`src/rtl/ca_pkg.sv`:
```
// ca_pkg: shared types and constants for the cellular-automaton word loader.
//   CA_STATE_W     default number of CA cells (width of the engine data bus)
//   CA_WORD_W      default width of one input word
//   ca_ldr_state_t loader state: FILL (accepting words) / COMMIT (driving load)
//   ca_state_t     full-width CA state vector at the default width
package ca_pkg;

    localparam int CA_STATE_W = 512;
    localparam int CA_WORD_W  = 32;

    typedef enum logic {
        FILL   = 1'b0,
        COMMIT = 1'b1
    } ca_ldr_state_t;

    typedef logic [CA_STATE_W-1:0] ca_state_t;

endpackage

```
`src/rtl/ca_gen_counter.sv`:
```
// ca_gen_counter: saturating up-counter with synchronous clear.
// Ports:
//   clk      clock, all logic on posedge
//   reset    synchronous active-high reset (count -> 0)
//   i_clr    synchronous clear, has priority over i_inc
//   i_inc    increment by one; holds at all-ones instead of wrapping
//   o_count  current count
module ca_gen_counter
    import ca_pkg::*;
#(
    parameter int CNT_W = 32
) (
    input  logic             clk,
    input  logic             reset,
    input  logic             i_clr,
    input  logic             i_inc,
    output logic [CNT_W-1:0] o_count
);

    logic [CNT_W-1:0] r_count;

    // NOTE: state registers use non-blocking assignment so every flop samples
    // the pre-edge values, independent of statement order between blocks.
    always_ff @(posedge clk) begin
        if (reset) begin
            r_count <= '0;
        end else if (i_clr) begin
            r_count <= '0;
        end else if (i_inc && (r_count != '1)) begin
            r_count <= r_count + CNT_W'(1);
        end
    end

    assign o_count = r_count;

endmodule

```
`src/rtl/ca_word_loader.sv`:
```
// ca_word_loader: writer side of the CA engine load interface. Collects
// STATE_W/WORD_W words (word 0 first) over a valid/ready handshake into a
// shadow vector, then publishes it on data together with a LOAD_CYCLES-long
// load pulse, and counts generations run since load last dropped.
// Optional framing check: define CA_LOADER_LAST_CHECK_EN to validate in_last
// against the word count and pulse err_frame on a mismatch; without it
// in_last is ignored and err_frame is tied low.
// Ports:
//   clk        clock, all logic on posedge
//   reset      synchronous active-high reset
//   in_valid   input word available
//   in_data    input word, word i lands in data[i*WORD_W +: WORD_W]
//   in_last    end-of-frame marker (framing check only)
//   in_ready   word accepted this cycle when in_valid is also high
//   load       load strobe to the CA engine
//   data       state vector to the CA engine
//   busy       frame partly received or commit in progress
//   gen_count  generations elapsed since load last deasserted (saturating)
//   err_frame  one-cycle framing error pulse
module ca_word_loader
    import ca_pkg::*;
#(
    parameter int STATE_W     = CA_STATE_W,
    parameter int WORD_W      = CA_WORD_W,
    parameter int LOAD_CYCLES = 1,
    parameter int CNT_W       = 32
) (
    input  logic               clk,
    input  logic               reset,
    input  logic               in_valid,
    input  logic [WORD_W-1:0]  in_data,
    input  logic               in_last,
    output logic               in_ready,
    output logic               load,
    output logic [STATE_W-1:0] data,
    output logic               busy,
    output logic [CNT_W-1:0]   gen_count,
    output logic               err_frame
);

    localparam int NWORDS = STATE_W / WORD_W;
    localparam int IDX_W  = (NWORDS > 1) ? $clog2(NWORDS) : 1;
    localparam logic [IDX_W-1:0] LAST_IDX = IDX_W'(NWORDS - 1);
    localparam logic [3:0]       CC_INIT  = 4'(LOAD_CYCLES - 1);

    generate
        if ((STATE_W % WORD_W) != 0) begin : g_bad_word_w
            $fatal(1, "ca_word_loader: STATE_W must be a multiple of WORD_W");
        end
        if ((LOAD_CYCLES < 1) || (LOAD_CYCLES > 15)) begin : g_bad_load_cycles
            $fatal(1, "ca_word_loader: LOAD_CYCLES must be in 1..15");
        end
    endgenerate

    ca_ldr_state_t      r_state;
    logic [IDX_W-1:0]   r_idx;
    logic [STATE_W-1:0] r_shadow;
    logic [STATE_W-1:0] r_data;
    logic               r_load;
    logic [3:0]         r_cc;

    logic [STATE_W-1:0] w_merged;
    logic               w_accept;
    logic               w_final;
    logic               w_discard;
    logic               w_bad_end;
    logic               w_commit_end;
    logic               w_load_next;

    assign in_ready = (r_state == FILL);
    assign w_accept = in_valid && in_ready;
    assign w_final  = (r_idx == LAST_IDX);

`ifdef CA_LOADER_LAST_CHECK_EN
    // Early in_last abandons the frame; a missing in_last on the final word
    // is flagged but the frame still commits.
    assign w_discard = w_accept && in_last && !w_final;
    assign w_bad_end = w_accept && !in_last && w_final;

    logic r_err;

    always_ff @(posedge clk) begin
        if (reset) begin
            r_err <= 1'b0;
        end else begin
            r_err <= w_discard || w_bad_end;
        end
    end

    assign err_frame = r_err;
`else
    assign w_discard = 1'b0;
    assign w_bad_end = 1'b0;
    assign err_frame = 1'b0;

    logic w_unused;
    assign w_unused = in_last ^ w_bad_end;
`endif

    // NOTE: a combinational block assigns every output first, then refines;
    // without the default the partial-slice update would infer a latch.
    always_comb begin
        w_merged = r_shadow;
        w_merged[int'(r_idx) * WORD_W +: WORD_W] = in_data;
    end

    // NOTE: the shadow vector is reset (not left as uninitialised storage)
    // because a discarded partial frame must not leak into a later commit.
    always_ff @(posedge clk) begin
        if (reset) begin
            r_state  <= FILL;
            r_idx    <= '0;
            r_shadow <= '0;
            r_data   <= '0;
            r_load   <= 1'b0;
            r_cc     <= '0;
        end else begin
            case (r_state)
                FILL: begin
                    if (w_accept) begin
                        if (w_discard) begin
                            r_idx    <= '0;
                            r_shadow <= '0;
                        end else if (w_final) begin
                            // data and load both flip on this edge so the
                            // engine sees a consistent vector with the strobe.
                            r_data   <= w_merged;
                            r_shadow <= w_merged;
                            r_idx    <= '0;
                            r_load   <= 1'b1;
                            r_cc     <= CC_INIT;
                            r_state  <= COMMIT;
                        end else begin
                            r_shadow <= w_merged;
                            r_idx    <= r_idx + 1'b1;
                        end
                    end
                end
                COMMIT: begin
                    if (r_cc == 4'd0) begin
                        r_load  <= 1'b0;
                        r_state <= FILL;
                    end else begin
                        r_cc <= r_cc - 4'd1;
                    end
                end
                default: begin
                    r_state <= FILL;
                    r_load  <= 1'b0;
                end
            endcase
        end
    end

    assign w_commit_end = (r_state == COMMIT) && (r_cc == 4'd0);
    // Next-cycle value of load; the counter tracks it so gen_count reads 0 in
    // every cycle load is high and starts at 1 in the first cycle after.
    assign w_load_next  = (w_accept && w_final && !w_discard) ||
                          ((r_state == COMMIT) && !w_commit_end);

    ca_gen_counter #(
        .CNT_W (CNT_W)
    ) u_gen_counter (
        .clk     (clk),
        .reset   (reset),
        .i_clr   (w_load_next),
        .i_inc   (!w_load_next),
        .o_count (gen_count)
    );

    assign load = r_load;
    assign data = r_data;
    assign busy = (r_state == COMMIT) || (r_idx != '0);

endmodule

```
`config.mk`:
```
export PLATFORM = sky130hd
export DESIGN_NAME = ca_word_loader
export DESIGN_NICKNAME = d
export VERILOG_FILES = /design/src/rtl/ca_pkg.sv /design/src/rtl/ca_gen_counter.sv /design/src/rtl/ca_word_loader.sv
export SDC_FILE = /design/constraint.sdc
export NUM_CORES = 2
export LEC_CHECK = 0
export CAP_MARGIN = 20
export CORE_UTILIZATION = 55
export DETAILED_ROUTE_END_ITERATION = 16
export GPL_TIMING_DRIVEN = 0
export PLACE_DENSITY_LB_ADDON = 0.12
export SKIP_LAST_GASP = 1
export SYNTH_ARGS = -nofsm -noshare
export SYNTH_HDL_FRONTEND = slang
export SYNTH_SLANG_ARGS = --single-unit
```
`constraint.sdc`:
```
create_clock -name clk -period 2.8 [get_ports clk]
set_input_delay 0.7 -clock clk [delete_from_list [all_inputs] [get_ports clk]]
set_output_delay 0.7 -clock clk [all_outputs]
set_load 0.03 [all_outputs]
```
==> impl_results.md <==
* DR iter-0 viols at 5169
* Final setup vio count at 1
* Synth Area in Compound Gates at 0.214
* CTS max path bufs at 3
* Simple-Gate Fraction of Synth Area at 0.193
* Most frequent cells in the layout: nand2_1 (1088), dfxtp_1 (1066), clkdlybuf4s50_1 (547)
* CP Cell Sequence: clkbuf_4 > and3_1 > nand2_4 > buf_4 > clkbuf_4 > clkbuf_2 > a22oi_1 > o22ai_1
* Final ANT Viol Nets at 0
* Placement Rows at 99
* Final WL at 166000 um
* Max Freq at 355 MHz
* Vias at 41500
* Top post-synthesis cells by area: dfxtp_1 (52%), nand2_1 (10%), a22oi_1 (5.8%), o22ai_1 (4.9%), clkbuf_1 (4.3%)
* Syn avg cell area at 8.56 sq um
* Synth Area in Adders at 0.00182
* Clk_lat worst skew at 0.69 ns
* Multiplexer share of the synthesized area at 0.0238
* Synth top area share at 0.518
* Crit path max-delay cell type: dfxtp_1
* Most crowded layer after global routing: met2
* Most frequent CP cell: clkbuf_4
* Worst setup margin at -0.0160 ns
* Ports at 584
* Asr flop ratio synth at 0
* Syn Inst Count at 4811
* DIE AREA at 76000 sq um
* Port Buf Inserts at 549
* Die Ht at 276 um
* First-pass GRT wire length at 240000 um
* Endpoints failing hold at 0
* Hold buffer count at CTS at 0
* Initial antenna violation count at 8
* H-tree depth at 3
* Sum of buffers and inverters on the critical path at 4
* Sw Pwr at 7430 uW
* Largest family of logic cells by synthesized area: compound AO/OA/AOI/OAI gates
* R2r setup slk at -0.02 ns
* Pleak at 0.0168 uW
* Sw Share at 0.231
* Pre-CTS setup slack at -1.47 ns
* Status: finished with violations
* Chip width at 276 um
* Peak VDD IR at 0.514 mV
* Comb power frac at 0.046
* TritonCTS clock tree: yes
* Startpoint types: flop
* Root buffer cell: clkbuf_16
* CTS buffer count at 107
* Clk network pwr share at 0.481
* Routing usage on met2 at 0.658
* GR Layer Usage met3 at 0.104
* Least-Margin Pin Slew at 1.19 ns
* Met1 GRT Util at 0.519
* Fin crit period at 2.82 ns
* Total track usage at 0.422
* CP Data Arrival Time at 3.35 ns
* Critical path data required time at 3.34 ns
* Slew HR at 0.204
* Failing checks: setup timing
* Fin util at 0.717
* Main synth FF type: dfxtp_1
* Synth-to-layout area growth at 28.1%
* Largest area contributor in the netlist: dfxtp_1
* Nature of the critical path endpoint: flop
* Core area at 73600 sq um
* Synth Area in XOR/XNOR at 0.00149
* Final nets at 5508
* Library cells used by synthesis at 55
* First drt pass iteration count at 6
* Initial core utilization at 0.560
* Commonest non-fill, non-tap cell in the layout: nand2_1
* Routed len/inst at 25.5 um
* Hold Path Class: flop to flop
* Critical path's top delay family: buffers and inverters
* Number of global-route vias before repair at 38500
* GP Congestion at 0.981
* Share of cells above drive strength 1 at 0.0940
* CP max FO at 10
* Pwr/cell area at 611 nW/um^2
* CP max stage delay at 0.46 ns
* Final period util at 1.01
* WS Path Type: flop to flop
* Mapped cell area at 41200 sq um
* Int Power at 24800 uW
* Register area share after synthesis at 0.518
* Max Clock Skew at 0.0259 ns
* RSZ-0062 raised after global routing: true
* GR Overflow Total at 0
* DRC viols at 0
* DP HPWL at 117000 um
* Sink Count at 1066
* Max-slew violations at 0
* Max Cap Viol at 0
* Post-synth EDFFs at 0
* Post-synthesis net count at 4853
* Warnings, synthesis at 0
* Sequential share of power at 0.472
* #FFs+latches synth at 1066
* Clock transition at path regs at 0.07 ns
* Largest net degree at the start of global routing at 15
* Vias per Instance at 6.36
[worst register-to-register path, cell delays in order (launching register included)]
cell and delay (ns):
dfxtp_1 0.46, clkbuf_4 0.28, and3_1 0.35, nand2_4 0.22
buf_4 0.29, clkbuf_4 0.33, clkbuf_2 0.31, a22oi_1 0.30
o22ai_1 0.13
[routing by layer]
layer  up-vias  share of wire
met5         -        0.00016
met4         4          0.074
met3       628           0.12
met2      2750           0.45
met1     19700           0.36
li1      18400              -
[registers in the layout, indices dropped and copies added (netlist names)]
| name | count |
|---|---|
| r_idx | 4 |
| u_gen_counter.o_count | 32 |
| r_shadow | 512 |
| data | 512 |
| r_state | 1 |
| load | 1 |
| r_cc | 4 |
[logic make-up (layout without fill, tap and decap cells)]
| group | after synthesis | in the layout |
|---|---|---|
| flops | 1066 | 1066 |
| xor+xnor | 7 | 7 |
| fa+ha+maj | 6 | 6 |
| simple gates | 1763 | 1763 |
| mux | 98 | 98 |
| other cells | 1 | 7 |
| buf+inv | 507 | 1250 |
| compound gates | 1363 | 1363 |
[what timing repair did]
item | CTS | global route
setup endpoints to repair | 1036 | 965
buffers inserted | 11 | 7
pin swaps | 9 | 10
gates cloned | 0 | 0
resized for setup | 229 | 255
[power by group through the flow]
stage               Combinational [uW]  Clock [uW]  Sequential (uW)
floorplan                          731           0            15600
global placement                  1270           0            15600
detailed placement                1310           0            15600
CTS                               1380       15400            15200
global route                      1520       16000            15200
finish                            1490       15500            15200
[Yosys cell counts, types with 3 or more instances]
cell type	instances
o31ai_1	12
buf_4	4
nand2b_1	69
and2_1	36
a211oi_1	33
buf_2	16
buf_1	5
dfxtp_1	1066
ha_1	6
xnor2_1	6
or2_2	3
mux2i_1	98
o211ai_1	3
nor2b_1	35
nor3b_1	4
nand3_1	30
nor2_1	213
a21oi_1	324
nor3_1	21
and4_1	5
inv_1	8
a311oi_1	160
o21ai_0	177
o22ai_1	322
or3_1	15
nand2_1	1094
nand4_1	14
a22oi_1	320
nand3b_1	161
clkbuf_1	472
o311ai_0	3
nor4_1	3
or4_1	13
and3_1	36
[metrics by stage]
step	TNS, ns	instances	power (uW)	hold slack (ns)	area [sq um]
after floorplan	0	4811	16300	0.436	41200
after detailed placement	-1062.06	6326	16900	0.446	48000
after global routing	-0.304	6514	32800	0.467	52700
after CTS	-0.105	6528	32000	0.454	52400
after global placement	-1033.11	6319	16800	0.441	47900
final	-0.0160	6519	32200	0.453	52700
[final cells by class]
class                           count  area (sq um)
Sequential cell                  1066         21300
Clock buffer                      152          3110
Buffer                            468          2200
Multi-Input combinational cell   3238         18300
Tap cell                          959          1200
Inverter                            9          38.8
Clock inverter                     45           679
Timing Repair Buffer              576          5840
Fill cell                        5824         20800
Antenna cell                        6          15.0
[worst paths after layout]
| check | startpoint | to | cells after the start |
|---|---|---|---|
| min reg2reg | r_shadow[477]$_SDFFE_PP0P_ | r_shadow[477]$_SDFFE_PP0P_ | 2 |
| min | r_shadow[477]$_SDFFE_PP0P_ | r_shadow[477]$_SDFFE_PP0P_ | 2 |
| max reg2reg | r_idx[2]$_SDFFE_PP0P_ | data[236]$_SDFFE_PP0P_ | 8 |
| max | r_idx[2]$_SDFFE_PP0P_ | data[236]$_SDFFE_PP0P_ | 8 |
No activity file was read; power rests on OpenSTA's default activity.
